<file path="src/rtl/uart_packet_framer_plnk_if.sv">
// uart_packet_framer_plnk_if: packet request and UART TX byte bundle for the plank-feedback framer.
// Ports: master = framer side (takes requests and UART done, drives bytes, busy, done, errors);
//        slave  = environment side (drives requests and UART done, observes framer outputs).
interface uart_packet_framer_plnk_if #(
  parameter int unsigned TX_PACKET_LEN = 32
);
  // Packet request side
  logic                           i_en;
  logic [(TX_PACKET_LEN-1)*8-1:0] i_data;
  logic                           i_data_valid;
  logic                           o_busy;

  // UART TX byte side
  logic [7:0]                     o_uart_tx_data;
  logic                           o_uart_tx_dv;
  logic                           i_uart_tx_done;

  // Status
  logic                           o_tx_done;
  logic [1:0]                     o_tx_error;
  logic                           o_tx_error_dv;

  modport master (
    input  i_en, i_data, i_data_valid, i_uart_tx_done,
    output o_busy, o_uart_tx_data, o_uart_tx_dv, o_tx_done, o_tx_error, o_tx_error_dv
  );

  modport slave (
    output i_en, i_data, i_data_valid, i_uart_tx_done,
    input  o_busy, o_uart_tx_data, o_uart_tx_dv, o_tx_done, o_tx_error, o_tx_error_dv
  );
endinterface

</file>
<file path="src/rtl/uart_packet_framer_plnk.sv">
// uart_packet_framer_plnk: frames a payload word as HEADER, payload bytes (LSB byte first),
//   XOR checksum, FOOTER, handing one byte at a time to a UART TX byte interface.
// Latency: HEADER strobe one cycle after acceptance; each later strobe one cycle after the
//   UART done pulse; tx_done one cycle after the footer's done. The UART paces the stream
//   (one byte in flight); requests arriving while busy are dropped with error code 2'b01.
// Ports: i_clk, i_rst_n (async active-low), bus (uart_packet_framer_plnk_if.master).
// Optional: define UART_PKT_TX_TIMEOUT_EN to abort (code 2'b11) when the UART stays silent
//   for more than TX_TIMEOUT clocks; without it the framer waits indefinitely.
module uart_packet_framer_plnk #(
  parameter logic [7:0]  HEADER        = 8'hAA,
  parameter logic [7:0]  FOOTER        = 8'h55,
  parameter int unsigned TX_PACKET_LEN = 32,
  parameter int unsigned TX_TIMEOUT    = 18000
) (
  input logic                      i_clk,
  input logic                      i_rst_n,
  uart_packet_framer_plnk_if.master bus
);

  localparam int unsigned PAYLOAD_W = (TX_PACKET_LEN - 1) * 8;
  localparam int unsigned IDX_W     = $clog2(TX_PACKET_LEN + 2) + 1;

  // Byte index map: 0 header, 1..LEN-1 payload, LEN checksum, LEN+1 footer.
  localparam logic [IDX_W-1:0] IDX_LAST_PAY = IDX_W'(TX_PACKET_LEN - 1);
  localparam logic [IDX_W-1:0] IDX_CHK      = IDX_W'(TX_PACKET_LEN);
  localparam logic [IDX_W-1:0] IDX_FOOT     = IDX_W'(TX_PACKET_LEN + 1);

  localparam logic [1:0] ERR_DROP    = 2'b01;
  localparam logic [1:0] ERR_TIMEOUT = 2'b11;

  typedef enum logic [0:0] {
    SM_IDLE = 1'b0,
    SM_WAIT = 1'b1
  } state_t;

  state_t               state, state_nx;

  logic [PAYLOAD_W-1:0] r_shift, shift_nx;
  logic [7:0]           r_checksum, checksum_nx;
  logic [IDX_W-1:0]     r_idx, idx_nx, idx_inc;

  logic                 busy_q, busy_nx;
  logic [7:0]           tx_data_q, tx_data_nx;
  logic                 tx_dv_q, tx_dv_nx;
  logic                 tx_done_q, tx_done_nx;
  logic [1:0]           tx_err_q, tx_err_nx;
  logic                 tx_err_dv_q, tx_err_dv_nx;

  logic                 timeout_hit;

`ifdef UART_PKT_TX_TIMEOUT_EN
  logic [31:0]          r_cnt, cnt_nx;

  // Strictly greater: the abort fires on the cycle the counter has passed the limit.
  assign timeout_hit = (r_cnt > 32'(TX_TIMEOUT));

  always_ff @(posedge i_clk or negedge i_rst_n) begin
    if (!i_rst_n) begin
      r_cnt <= '0;
    end else begin
      r_cnt <= cnt_nx;
    end
  end
`else
  assign timeout_hit = 1'b0;
`endif

  assign idx_inc = r_idx + IDX_W'(1);

  // State register
  always_ff @(posedge i_clk or negedge i_rst_n) begin
    if (!i_rst_n) begin
      state <= SM_IDLE;
    end else begin
      state <= state_nx;
    end
  end

  // Next-state and registered-output computation
  always_comb begin
    state_nx     = state;
    shift_nx     = r_shift;
    checksum_nx  = r_checksum;
    idx_nx       = r_idx;
    busy_nx      = busy_q;
    tx_data_nx   = tx_data_q;
    tx_dv_nx     = 1'b0;
    tx_done_nx   = 1'b0;
    tx_err_nx    = tx_err_q;
    tx_err_dv_nx = 1'b0;
`ifdef UART_PKT_TX_TIMEOUT_EN
    cnt_nx       = r_cnt;
`endif

    case (state)
      SM_IDLE: begin
        if (bus.i_en && bus.i_data_valid) begin
          shift_nx    = bus.i_data;
          checksum_nx = '0;
          idx_nx      = '0;
          tx_data_nx  = HEADER;
          tx_dv_nx    = 1'b1;
          busy_nx     = 1'b1;
          state_nx    = SM_WAIT;
`ifdef UART_PKT_TX_TIMEOUT_EN
          cnt_nx      = '0;
`endif
        end
      end

      SM_WAIT: begin
`ifdef UART_PKT_TX_TIMEOUT_EN
        cnt_nx = r_cnt + 32'd1;
`endif
        // Any request while a packet is in flight is refused, independent of i_en;
        // a timeout in the same cycle overwrites the code below.
        if (bus.i_data_valid) begin
          tx_err_nx    = ERR_DROP;
          tx_err_dv_nx = 1'b1;
        end

        // A done pulse always wins over a coincident timeout.
        if (bus.i_uart_tx_done) begin
`ifdef UART_PKT_TX_TIMEOUT_EN
          cnt_nx = '0;
`endif
          idx_nx = idx_inc;
          if (idx_inc <= IDX_LAST_PAY) begin
            tx_data_nx  = r_shift[7:0];
            checksum_nx = r_checksum ^ r_shift[7:0];
            shift_nx    = r_shift >> 8;
            tx_dv_nx    = 1'b1;
          end else if (idx_inc == IDX_CHK) begin
            tx_data_nx = r_checksum;
            tx_dv_nx   = 1'b1;
          end else if (idx_inc == IDX_FOOT) begin
            tx_data_nx = FOOTER;
            tx_dv_nx   = 1'b1;
          end else begin
            // Footer has left the UART: packet complete.
            tx_done_nx = 1'b1;
            busy_nx    = 1'b0;
            state_nx   = SM_IDLE;
          end
        end else if (timeout_hit) begin
          tx_err_nx    = ERR_TIMEOUT;
          tx_err_dv_nx = 1'b1;
          busy_nx      = 1'b0;
          state_nx     = SM_IDLE;
        end
      end

      default: begin
        busy_nx  = 1'b0;
        state_nx = SM_IDLE;
      end
    endcase
  end

  // Datapath and output registers
  always_ff @(posedge i_clk or negedge i_rst_n) begin
    if (!i_rst_n) begin
      r_shift     <= '0;
      r_checksum  <= '0;
      r_idx       <= '0;
      busy_q      <= 1'b0;
      tx_data_q   <= '0;
      tx_dv_q     <= 1'b0;
      tx_done_q   <= 1'b0;
      tx_err_q    <= '0;
      tx_err_dv_q <= 1'b0;
    end else begin
      r_shift     <= shift_nx;
      r_checksum  <= checksum_nx;
      r_idx       <= idx_nx;
      busy_q      <= busy_nx;
      tx_data_q   <= tx_data_nx;
      tx_dv_q     <= tx_dv_nx;
      tx_done_q   <= tx_done_nx;
      tx_err_q    <= tx_err_nx;
      tx_err_dv_q <= tx_err_dv_nx;
    end
  end

  assign bus.o_busy         = busy_q;
  assign bus.o_uart_tx_data = tx_data_q;
  assign bus.o_uart_tx_dv   = tx_dv_q;
  assign bus.o_tx_done      = tx_done_q;
  assign bus.o_tx_error     = tx_err_q;
  assign bus.o_tx_error_dv  = tx_err_dv_q;

endmodule

</file>
<file path="src/flat_wrapper.sv">
// flat-port wrapper written by rule: the top's interface ports become plain ports
module uart_packet_framer_plnk_flat 
#(
  parameter logic [7:0]  HEADER        = 8'hAA,
  parameter logic [7:0]  FOOTER        = 8'h55,
  parameter int unsigned TX_PACKET_LEN = 32,
  parameter int unsigned TX_TIMEOUT    = 18000
)
  (i_clk, i_rst_n, bus_i_en, bus_i_data, bus_i_data_valid, bus_i_uart_tx_done, bus_o_busy, bus_o_uart_tx_data, bus_o_uart_tx_dv, bus_o_tx_done, bus_o_tx_error, bus_o_tx_error_dv);
  uart_packet_framer_plnk_if #(.TX_PACKET_LEN(TX_PACKET_LEN)) bus_i ();
  input logic i_clk;
  input logic i_rst_n;
  input wire logic [$bits(bus_i.i_en)-1:0] bus_i_en;
  input wire logic [$bits(bus_i.i_data)-1:0] bus_i_data;
  input wire logic [$bits(bus_i.i_data_valid)-1:0] bus_i_data_valid;
  input wire logic [$bits(bus_i.i_uart_tx_done)-1:0] bus_i_uart_tx_done;
  output wire logic [$bits(bus_i.o_busy)-1:0] bus_o_busy;
  output wire logic [$bits(bus_i.o_uart_tx_data)-1:0] bus_o_uart_tx_data;
  output wire logic [$bits(bus_i.o_uart_tx_dv)-1:0] bus_o_uart_tx_dv;
  output wire logic [$bits(bus_i.o_tx_done)-1:0] bus_o_tx_done;
  output wire logic [$bits(bus_i.o_tx_error)-1:0] bus_o_tx_error;
  output wire logic [$bits(bus_i.o_tx_error_dv)-1:0] bus_o_tx_error_dv;
  assign bus_i.i_en = bus_i_en;
  assign bus_i.i_data = bus_i_data;
  assign bus_i.i_data_valid = bus_i_data_valid;
  assign bus_i.i_uart_tx_done = bus_i_uart_tx_done;
  assign bus_o_busy = bus_i.o_busy;
  assign bus_o_uart_tx_data = bus_i.o_uart_tx_data;
  assign bus_o_uart_tx_dv = bus_i.o_uart_tx_dv;
  assign bus_o_tx_done = bus_i.o_tx_done;
  assign bus_o_tx_error = bus_i.o_tx_error;
  assign bus_o_tx_error_dv = bus_i.o_tx_error_dv;
  uart_packet_framer_plnk #(.HEADER(HEADER), .FOOTER(FOOTER), .TX_PACKET_LEN(TX_PACKET_LEN), .TX_TIMEOUT(TX_TIMEOUT)) u_core (.i_clk(i_clk), .i_rst_n(i_rst_n), .bus(bus_i));
endmodule
</file>
<file path="config.mk">
export PLATFORM = sky130hd
export DESIGN_NAME = uart_packet_framer_plnk_flat
export DESIGN_NICKNAME = d
export VERILOG_FILES = /design/src/rtl/uart_packet_framer_plnk_if.sv /design/src/rtl/uart_packet_framer_plnk.sv /design/src/flat_wrapper.sv
export SDC_FILE = /design/constraint.sdc
export NUM_CORES = 1
export LEC_CHECK = 0
export BUFFER_PORTS_ARGS = -buffer_cell sky130_fd_sc_hd__buf_2
export CORE_MARGIN = 10
export CORE_UTILIZATION = 30
export CTS_CLUSTER_DIAMETER = 50
export DETAILED_ROUTE_END_ITERATION = 8
export GPL_TIMING_DRIVEN = 0
export PLACE_DENSITY = 0.55
export SLEW_MARGIN = 20
export SYNTH_ARGS = -nofsm -noshare
export SYNTH_HDL_FRONTEND = slang
export SYNTH_SLANG_ARGS = --single-unit
</file>
<file path="constraint.sdc">
create_clock -name i_clk -period 2.6 [get_ports i_clk]
set_input_delay 0.52 -clock i_clk [delete_from_list [all_inputs] [get_ports i_clk]]
set_output_delay 0.52 -clock i_clk [all_outputs]
set_load 0.005 [all_outputs]
</file>
# Word-level counts from Yosys, hierarchy flattened
# Index checks and enable logic that the tools add are counted.
word_totals:
  regBits: 277
  in_bits: 253
  output_inout_bits: 14
  wordCells: 67
op_classes:
  n_addsub: 1
  magnitude_cmp: 1
  eq_ne: 9
  n_mux: 38
  bitwise: 2
  reduce_logical: 6
op_table:
  columns: ["cell", "count"]
  rows:
  - ["2-to-1 mux 248 bit", 3]
  - ["case mux 248 bit (2 select lines)", 1]
  - ["2-to-1 mux 8 bit", 8]
  - ["case mux 8 bit (2 select lines)", 2]
  - ["2-to-1 mux 1 bit", 18]
  - ["equality test 7 x 6 -> 1 bit (second input constant)", 2]
  - ["2-to-1 mux 7 bit", 2]
  - ["case mux 7 bit (2 select lines)", 1]
  - ["inequality test 2 bit (second input constant)", 5]
  - ["bitwise XOR 8 bit", 1]
  - ["adder 7 x 1 -> 7 bit (second input constant)", 1]
  - ["less-or-equal comparator 7 x 5 -> 1 bit (second input constant)", 1]
  - ["case mux 1 bit (2 select lines)", 3]
  - ["AND reduction 3 bit", 2]
  - ["AND reduction 5 bit", 1]
  - ["inequality test 4 bit (second input constant)", 1]
  - ["AND reduction 2 bit", 2]
  - ["inequality test 2 x 1 -> 1 bit (second input constant)", 1]
  - ["logical AND 1 bit", 1]
  - ["inverter 1 bit", 1]

# Depth between registers and ports, before layout
# Gate-level depths: netlist of run 1.
logic_depth:
  ltp_word: 7
  mapped_depth: 12
  depth_no_buf: 8

# Worst setup path before layout of run 1
# OpenSTA, ideal clock, no wires.
synth_path:
  path_type: "reg2reg"
  startpoint: "register u_core.r_idx[0]"
  endpoint: "register u_core.tx_data_q[0], in the netlist u_core.bus.o_uart_tx_data[0]"
  setup_ps: 79
  arrival_ps: 2099
  t_required_ps: 2521
  slack_ps: 422
  stages_incl_launch_ff: 12
  path_buffers: 3
  cell_sequence: "dfrtp_1 -> buf_2 -> inv_1 -> ha_1 -> nand4bb_1 -> nor3b_1 -> a21oi_2 -> and2_1 -> clkbuf_1 -> o21ai_1 -> buf_4 -> mux2i_1"
synth_via:
  elab_chain_len: 6
synth_rtl:
  columns: ["item", "line_no", "text"]
  rows:
  - ["start, declared", "uart_packet_framer_plnk.sv:40", "logic [IDX_W-1:0] r_idx, idx_nx, idx_inc;"]
  - ["start signal, assigned", "uart_packet_framer_plnk.sv:175", "r_idx <= idx_nx;"]
  - ["adder 7 x 1 -> 7 bit *", "uart_packet_framer_plnk.sv:68", "assign idx_inc = r_idx + IDX_W'(1);"]
  - ["branches (longest 5 deep; another with less-or-equal comparator 7 x 5 -> 1 bit)", null, null]
  - ["end signal, assigned", "uart_packet_framer_plnk.sv:177", "tx_data_q <= tx_data_nx;"]
  - ["end, declared", "uart_packet_framer_plnk.sv:43", "logic [7:0] tx_data_q, tx_data_nx;"]
# Mark *: on every way between the ends. The select of a mux whose other input is x is not followed.
# A chain may end at the register's enable or synchronous reset.

# Worst setup path in the final report of run 1
layout_path:
  startpoint: "register u_core.r_idx[0]"
  endpoint: "register u_core.r_shift[10]"
layout_via:
  elab_chain_len: 4
layout_rtl:
  columns: ["item", "line_no", "text"]
  rows:
  - ["adder 7 x 1 -> 7 bit", "uart_packet_framer_plnk.sv:68", null]
  - ["less-or-equal comparator 7 x 5 -> 1 bit", "uart_packet_framer_plnk.sv:128", "if (idx_inc <= IDX_LAST_PAY) begin"]
  - ["inequality test 2 bit (no line)", null, null]
  - ["AND reduction 3 bit (no line)", null, null]
  - ["end signal, assigned", "uart_packet_framer_plnk.sv:173", "r_shift <= shift_nx;"]
  - ["end, declared", "uart_packet_framer_plnk.sv:38", "logic [PAYLOAD_W-1:0] r_shift, shift_nx;"]
# Every way passes these cells.

==> results of run 1 <==
## worst register-to-register path, stage by stage (launching register included)
cell and delay (ns):
dfrtp_1 0.38, buf_6 0.12, inv_1 0.07, ha_1 0.20, nand4bb_1 0.25, nor3b_2 0.28, a21oi_4 0.11, a31oi_4 0.32
buf_12 0.20, clkbuf_16 0.18, buf_6 0.15, nand2_1 0.06, o21ai_1 0.09
## power by group through the flow
stage               Combinational (mW)  Sequential [mW]  Clock, mW
finish                            1.57             5.16       5.44
global placement                  1.42             5.22          0
CTS                               1.48             5.16       5.59
floorplan                        0.865             5.12          0
detailed placement                1.47             5.24          0
global route                      1.79             5.22       5.78
## worst max-delay path by stage
stage	startpoint	to	slack, ns
detailed placement	u_core.state	u_core.r_shift[12]	-0.13
global route	u_core.r_idx[0]	u_core.r_shift[135]	-0.04
CTS	u_core.r_idx[1]	u_core.r_checksum[6]	0.005
finish	u_core.r_idx[0]	u_core.r_shift[10]	0.11
floorplan	u_core.r_idx[0]	u_core.bus.o_uart_tx_data[0]	0.42
global placement	i_rst_n	u_core.r_shift[31]	-4.38
## final cells by class
type,count,area (um2),share of cell area
Tap cell,539,674.4,0.04029
Sequential cell,277,6933,0.4142
Buffer,94,719.4,0.04298
Clock inverter,22,246.5,0.01473
Antenna cell,1,2.502,0.0001495
Multi-Input combinational cell,870,5425,0.3241
Timing Repair Buffer,280,1603,0.09576
Inverter,12,45.04,0.002691
Clock buffer,50,1089,0.06504
## through the flow
step	setup TNS (ns)	hold slack, ns	instance area, um2
after floorplan	0	0.2244	12890
after global placement	-1205.67	0.4497	14890
after detailed placement	-2.047	0.4549	14980
after global routing	-1.357	0.1350	16730
after CTS	0	0.1141	16350
final	0	0.1524	16740
## per-layer routing
metal | track usage | vias to the layer above
li1 | - | 4967
met1 | 0.1866 | 4870
met2 | 0.2253 | 245
met3 | 0.03770 | 55
met4 | 0.04600 | 2
met5 | 0 | -
## sequential cells by signal, indices dropped and copies added, names as in the netlist
name                       cells
u_core.bus.o_tx_error          1
u_core.r_checksum              8
u_core.state                   1
u_core.bus.o_tx_error_dv       1
u_core.bus.o_busy              1
u_core.r_shift               248
u_core.bus.o_uart_tx_data      8
u_core.bus.o_tx_done           1
u_core.r_idx                   7
u_core.bus.o_uart_tx_dv        1
## cells by family (layout without fill, tap and decap cells)
| group | after synthesis | count (layout) |
|---|---|---|
| buffers and inverters | 106 | 458 |
| other | 1 | 2 |
| AO/OA/AOI/OAI | 287 | 287 |
| XOR/XNOR | 3 | 3 |
| flip-flops | 277 | 277 |
| multiplexers | 249 | 249 |
| AND/OR/NAND/NOR | 326 | 326 |
| adder cells (fa/ha/maj) | 4 | 4 |
## layout by cell type (no fill, tap or decap), types with 2 or more instances in the layout
cell / n
buf_2: 292
dfrtp_1: 276
nand2_1: 274
mux2i_1: 248
o21ai_1: 201
o21ai_0: 58
clkbuf_16: 45
clkbuf_1: 27
buf_8: 17
nor2_1: 14
inv_1: 12
a21oi_1: 12
nand3_1: 12
clkbuf_2: 10
buf_6: 8
or3_1: 8
buf_4: 7
clkinv_2: 7
clkbuf_4: 6
clkbuf_8: 5
and2_1: 4
buf_16: 4
o22ai_1: 4
a22oi_1: 4
clkinvlp_4: 4
or2_2: 3
xnor2_1: 3
ha_1: 3
inv_6: 3
bufinv_16: 3
nor3_2: 2
a211o_1: 2
buf_12: 2
clkinv_4: 2
## cells in the mapped netlist (all sizes together)
cell     count
nor3b        1
o22ai        4
mux2i      249
nand2      274
nor4b        1
clkbuf      32
nor4         1
nand3       13
buf         62
dfrtp      277
o32ai        1
nor2        15
o21ai      259
xnor2        3
ha           4
nor3         3
or2          3
nand4bb      1
and2         4
inv         12
conb         1
o31ai        1
a211oi       1
a21oi       13
or3          8
nand4        1
a31oi        1
a22oi        4
a211o        2
o211a        1
and3         1
## timing repair
| item | 4_1_cts | 5_1_grt |
|---|---|---|
| cloned | 0 | 5 |
| pin swaps | 0 | 3 |
| endpoints found under the setup margin | 187 | 263 |
| hold endpoints to repair | 56 | 0 |
| buffers inserted | 0 | 6 |
| resized for setup | 8 | 66 |
| hold buffers | 1 | 0 |
==> impl_metrics.json, run 1 <==
{
  "rows": 75,
  "post_drt_via_cell_ratio": 4.727,
  "dr.max_layer_used": "met5",
  "port_buffers": 265,
  "synth_largest_area_cell": "dfrtp_1",
  "critPathTopFamily": "buffers and inverters",
  "grt_max_degree": 83,
  "synth_top_family_by_area": "multiplexers",
  "die_h_um": 227.3,
  "io_pins": 267,
  "grt_pass1_wl_um": 58770,
  "syn-instance-count": 1253,
  "reg2reg_depth": 12,
  "dr.pass1.iters": 4,
  "crit_top_cell": "buf_6",
  "syn_to_final_growth_pct": 29.87,
  "p_clk_frac": 0.447,
  "nNetsFinal": 1832,
  "rrSetupSlack_ns": 0.11,
  "final_util": 0.3964,
  "met1Wirelength_um": 17370,
  "vias": 10139,
  "timing.fmax_mhz": 401.9,
  "synth_compound_area_frac": 0.1151,
  "wl_met3_um": 2363,
  "post-place-ws_ns": -0.1287,
  "clock_tree.buffer_depth": 3,
  "n_fill_cell": 4205,
  "dpl.hpwl_um": 27470,
  "grt_antenna_before_repair": 2,
  "clock_skew_ns": 0.02212,
  "worst-setup-path-type": "flip-flop to flip-flop",
  "path_cells": "buf_6 -> inv_1 -> ha_1 -> nand4bb_1 -> nor3b_2 -> a21oi_4 -> a31oi_4 -> buf_12 -> clkbuf_16 -> buf_6 -> nand2_1 -> o21ai_1",
  "fin_ws_ns": 0.1120,
  "yosys_register_bits": 277,
  "cts_tree": "yes",
  "numClockSinks": 277,
  "p_sw_mw": 3.295,
  "syn_area_um2": 12890,
  "worst_pin_slew_ns": 0.7603,
  "clkLatencyLatePin_ns": 0.55,
  "start_util": 0.3052,
  "p_comb_frac": 0.129,
  "yosys-top-cells-area": "dfrtp_1, mux2i_1, nand2_1",
  "muxShareOfSynthArea": 0.1937,
  "postRouteAntennaNets": 0,
  "timing.rr.end": "u_core.r_shift[10]",
  "core_um2": 42230,
  "clock-root-buffer": "clkbuf_16",
  "maxSlewViolCount": 0,
  "layout_min_cycle_time_ns": 2.488,
  "seq_power_share": 0.424,
  "crit_fanout": 10,
  "synth_simple_gate_area_frac": 0.1018,
  "synth.net_count": 1510,
  "cts_buffers": 40,
  "wl_um": 37930,
  "drt_drc_violations_left": 0,
  "dr.first_iter.drc_count": 584,
  "status": "completed",
  "dieArea_um2": 51650,
  "hp-class": "primary input to flip-flop",
  "avgSynthCellArea_um2": 10.29,
  "clkTransAtPathRegs_ns": 0.06,
  "rsz0062_at_grt": "yes",
  "slew_headroom": 0.4931,
  "dp.cells": 2060,
  "final_cells": 2145,
  "overflow": 0,
  "critPathRequiredTime_ns": 3.07,
  "max-cap-violations": 0,
  "setup_viol": 0,
  "p_int_mw": 8.866,
  "first_global_vias": 10821,
  "met2_length_um": 17390,
  "p_leak_nw": 9.217,
  "drive_gt1_frac": 0.2685,
  "critPathCaptureType": "flip-flop",
  "htree_levels": 2,
  "place_congestion": 0.7862,
  "critPathMaxStageDelay_ns": 0.38,
  "cp.arrival_ns": 2.96,
  "die_w_um": 227.3,
  "worst-path-stages": 12,
  "yosysTopAreaCellShare": 0.5379,
  "synth_seq_area_share": 0.5379,
  "path_buf_inv": 5,
  "min_period_over_period": 0.9569,
  "min_from": "bus_i_data[244]",
  "r2r-start": "u_core.r_idx[0]",
  "p_per_area_nw_per_um2": 726.6,
  "yosysWarnings": 0,
  "wl_per_cell_um": 17.68,
  "grt_util_all_layers": 0.1425,
  "crit_slowest_cell": "dfrtp_1",
  "start_kind": "flip-flop",
  "total_power_mw": 12.16,
  "synth.distinct_cells": 38,
  "synth_fa_ha_area_frac": 0.003883,
  "swShare": 0.2709,
  "hold_path_end": "u_core.r_shift[244]",
  "hold_viol": 0,
  "irDropWorstVdd_uv": 315.1,
  "synthXorXnorAreaFrac": 0.002039,
  "hold_depth": 3
}
Power figures use the tool's default switching activity.
==> run 2: changes to the inputs <==
REMOVE_ABC_BUFFERS = 1   (was not set)
==> run 2 against run 1 <==
  * Global-route usage is 1.2 points lower
  * Fmax fell by 3.0%
  * Register-to-register slack got worse by 0.08 ns
  * Worst setup slack worse by 0.077 ns
  * Core utilization rose by 0.99 points
  * Die area stayed put
  * Via count is 4.4% lower
  * Largest cell class unchanged
  * Critical endpoint is now u_core.r_shift[165]
==> impl_metrics.json, run 2 (same netlist as run 1, synthesis figures left out) <==
{
  "p_sw_mw": 3.249,
  "die_h_um": 227.3,
  "wl_per_cell_um": 16.42,
  "worst_pin_slew_ns": 0.5542,
  "p_comb_frac": 0.125,
  "min_period_over_period": 0.9866,
  "crit_slowest_cell": "dfrtp_2",
  "largest_register_ffs": 248,
  "htree_levels": 2,
  "place_congestion": 0.7672,
  "regMostFlops": "u_core.r_shift",
  "reg2reg_depth": 14,
  "grt_util_all_layers": 0.1301,
  "core_um2": 42230,
  "layout_min_cycle_time_ns": 2.565,
  "final_cells": 2106,
  "grt_pass1_wl_um": 53800,
  "grt_antenna_before_repair": 14,
  "wl_um": 34570,
  "numClockSinks": 277,
  "fin_area_um2": 17150,
  "dieArea_um2": 51650,
  "placed_area_um2": 15120,
  "timing.fmax_mhz": 389.9,
  "hold_viol": 0,
  "postRouteAntennaNets": 0,
  "final_cell_mix": "nand2_1, dfrtp_1, buf_2, mux2i_1, o21ai_1",
  "cts_buffers": 42,
  "die_w_um": 227.3,
  "worst-setup-path-type": "flip-flop to flip-flop",
  "holdWs_ns": 0.1567,
  "vias": 9697,
  "seq_power_share": 0.406,
  "critPathMaxStageDelay_ns": 0.41,
  "fin_ws_ns": 0.03492,
  "clkLatencyLatePin_ns": 0.55,
  "io_pins": 267,
  "setup_viol": 0,
  "swShare": 0.2558,
  "start_util": 0.3052,
  "clkTransAtPathRegs_ns": 0.06,
  "critPathRequiredTime_ns": 3.07,
  "crit_fanout": 14,
  "dr.pass1.iters": 5,
  "max-cap-violations": 0,
  "path_cells": "inv_2 -> ha_4 -> nand4bb_4 -> nor3b_4 -> a21oi_4 -> a31oi_4 -> clkbuf_16 -> buf_12 -> buf_16 -> buf_16 -> buf_4 -> clkbuf_16 -> nand2_1 -> o21ai_1",
  "p_int_mw": 9.453,
  "slew_headroom": 0.6283,
  "rrSetupSlack_ns": 0.03,
  "status": "completed",
  "syn_to_final_growth_pct": 33.11,
  "cp.arrival_ns": 3.04,
  "p_leak_nw": 9.339,
  "port_buffers": 265,
  "p_clk_frac": 0.469,
  "dpl.hpwl_um": 23880,
  "rows": 75,
  "nNetsFinal": 1785,
  "grt_max_degree": 90,
  "drt_drc_violations_left": 0,
  "hold_depth": 3,
  "post-place-ws_ns": -0.8044,
  "critPathCaptureType": "flip-flop",
  "maxSlewViolCount": 0,
  "final_common_cell": "nand2_1",
  "clock_tree.buffer_depth": 3,
  "cts_tree": "yes",
  "clock-root-buffer": "clkbuf_16",
  "clock_skew_ns": 0.01372,
  "first_global_vias": 9820,
  "dp.cells": 1991,
  "post_drt_via_cell_ratio": 4.604,
  "drive_gt1_frac": 0.2716,
  "start_kind": "flip-flop",
  "dr.first_iter.drc_count": 411,
  "p_per_area_nw_per_um2": 740.5,
  "irDropWorstVdd_uv": 501.2,
  "overflow": 0,
  "hp-class": "primary input to flip-flop"
}
[run 2: changes by cell type in the layout (fill, tap and decap cells not counted), sizes merged]
| cell | before | now |
|---|---|---|
| bufbuf | 0 | 4 |
| clkinv | 10 | 6 |
| clkinvlp | 4 | 7 |
| diode | 1 | 6 |
| buf | 330 | 314 |
| bufinv | 3 | 5 |
| clkbuf | 93 | 60 |
[run 2: metrics by stage]
stage            util  total power, mW   TNS, ns
3_5_place_dp   0.3580            6.617    -69.69
2_1_floorplan       -            5.955  -4783.94
4_1_cts        0.3973            12.78  -0.03587
5_1_grt        0.4060            13.37   -0.7200
3_3_place_gp   0.3398            6.499  -8640.29
6_report       0.4062            12.70         0
[run 2: final timing paths]
check / from / end
hold reg to reg: u_core.bus.o_tx_error[0] / u_core.bus.o_tx_error[0]
max in group asynchronous: i_rst_n / u_core.r_shift[227]
hold / removal: bus_i_data[240] / u_core.r_shift[240]
setup / recovery: u_core.r_idx[1] / u_core.r_shift[165]
min in group asynchronous: i_rst_n / u_core.r_checksum[7]
setup reg to reg: u_core.r_idx[1] / u_core.r_shift[165]
[run 2: cell type report]
cell class	instances	area, um2
multi-input combinational	870	5503
fill	4145	25070
clock inverter	23	281.5
timing repair buffer	325	2484
antenna	6	15.01
clock buffer	54	1210
tap	539	674.4
sequential	277	6942
inverter	12	45.04
[run 2: critical path: cells and delay by family, from the launching register on]
family	cells	cell delay, ns
AOI/OAI and AO/OA	3	0.39
adders and majority gates	1	0.28
buffers and inverters	7	0.91
DFF	1	0.41
and+or+nand+nor	3	0.46
[run 2: repair_timing]
| action | in CTS | in global routing |
|---|---|---|
| endpoints found under the hold margin | 57 | 0 |
| hold buffers | 1 | 0 |
| setup buffers | 7 | 18 |
| setup endpoints to repair | 219 | 65 |
| gates resized for setup | 8 | 19 |
| pin swaps | 1 | 5 |
| gates cloned | 5 | 5 |
[run 2: per-layer routing]
| metal | share of wire | vias up | global-route usage | routed length, um |
|---|---|---|---|---|
| li1 | - | 4888 | - | - |
| met4 | 0.023 | 18 | 0.04407 | 805 |
| met5 | 0.0032 | - | 0 | 111 |
| met2 | 0.46 | 211 | 0.2018 | 15990 |
| met1 | 0.44 | 4504 | 0.1663 | 15150 |
| met3 | 0.073 | 76 | 0.04452 | 2519 |
[run 2: power groups by stage]
stage / sequential, mW / clock, mW / combinational, mW
after floorplan: 5.16 / 0 / 0.795
after global placement: 5.23 / 0 / 1.27
after detailed placement: 5.23 / 0 / 1.38
after CTS: 5.15 / 6.16 / 1.46
after global routing: 5.23 / 6.33 / 1.81
final: 5.16 / 5.96 / 1.58
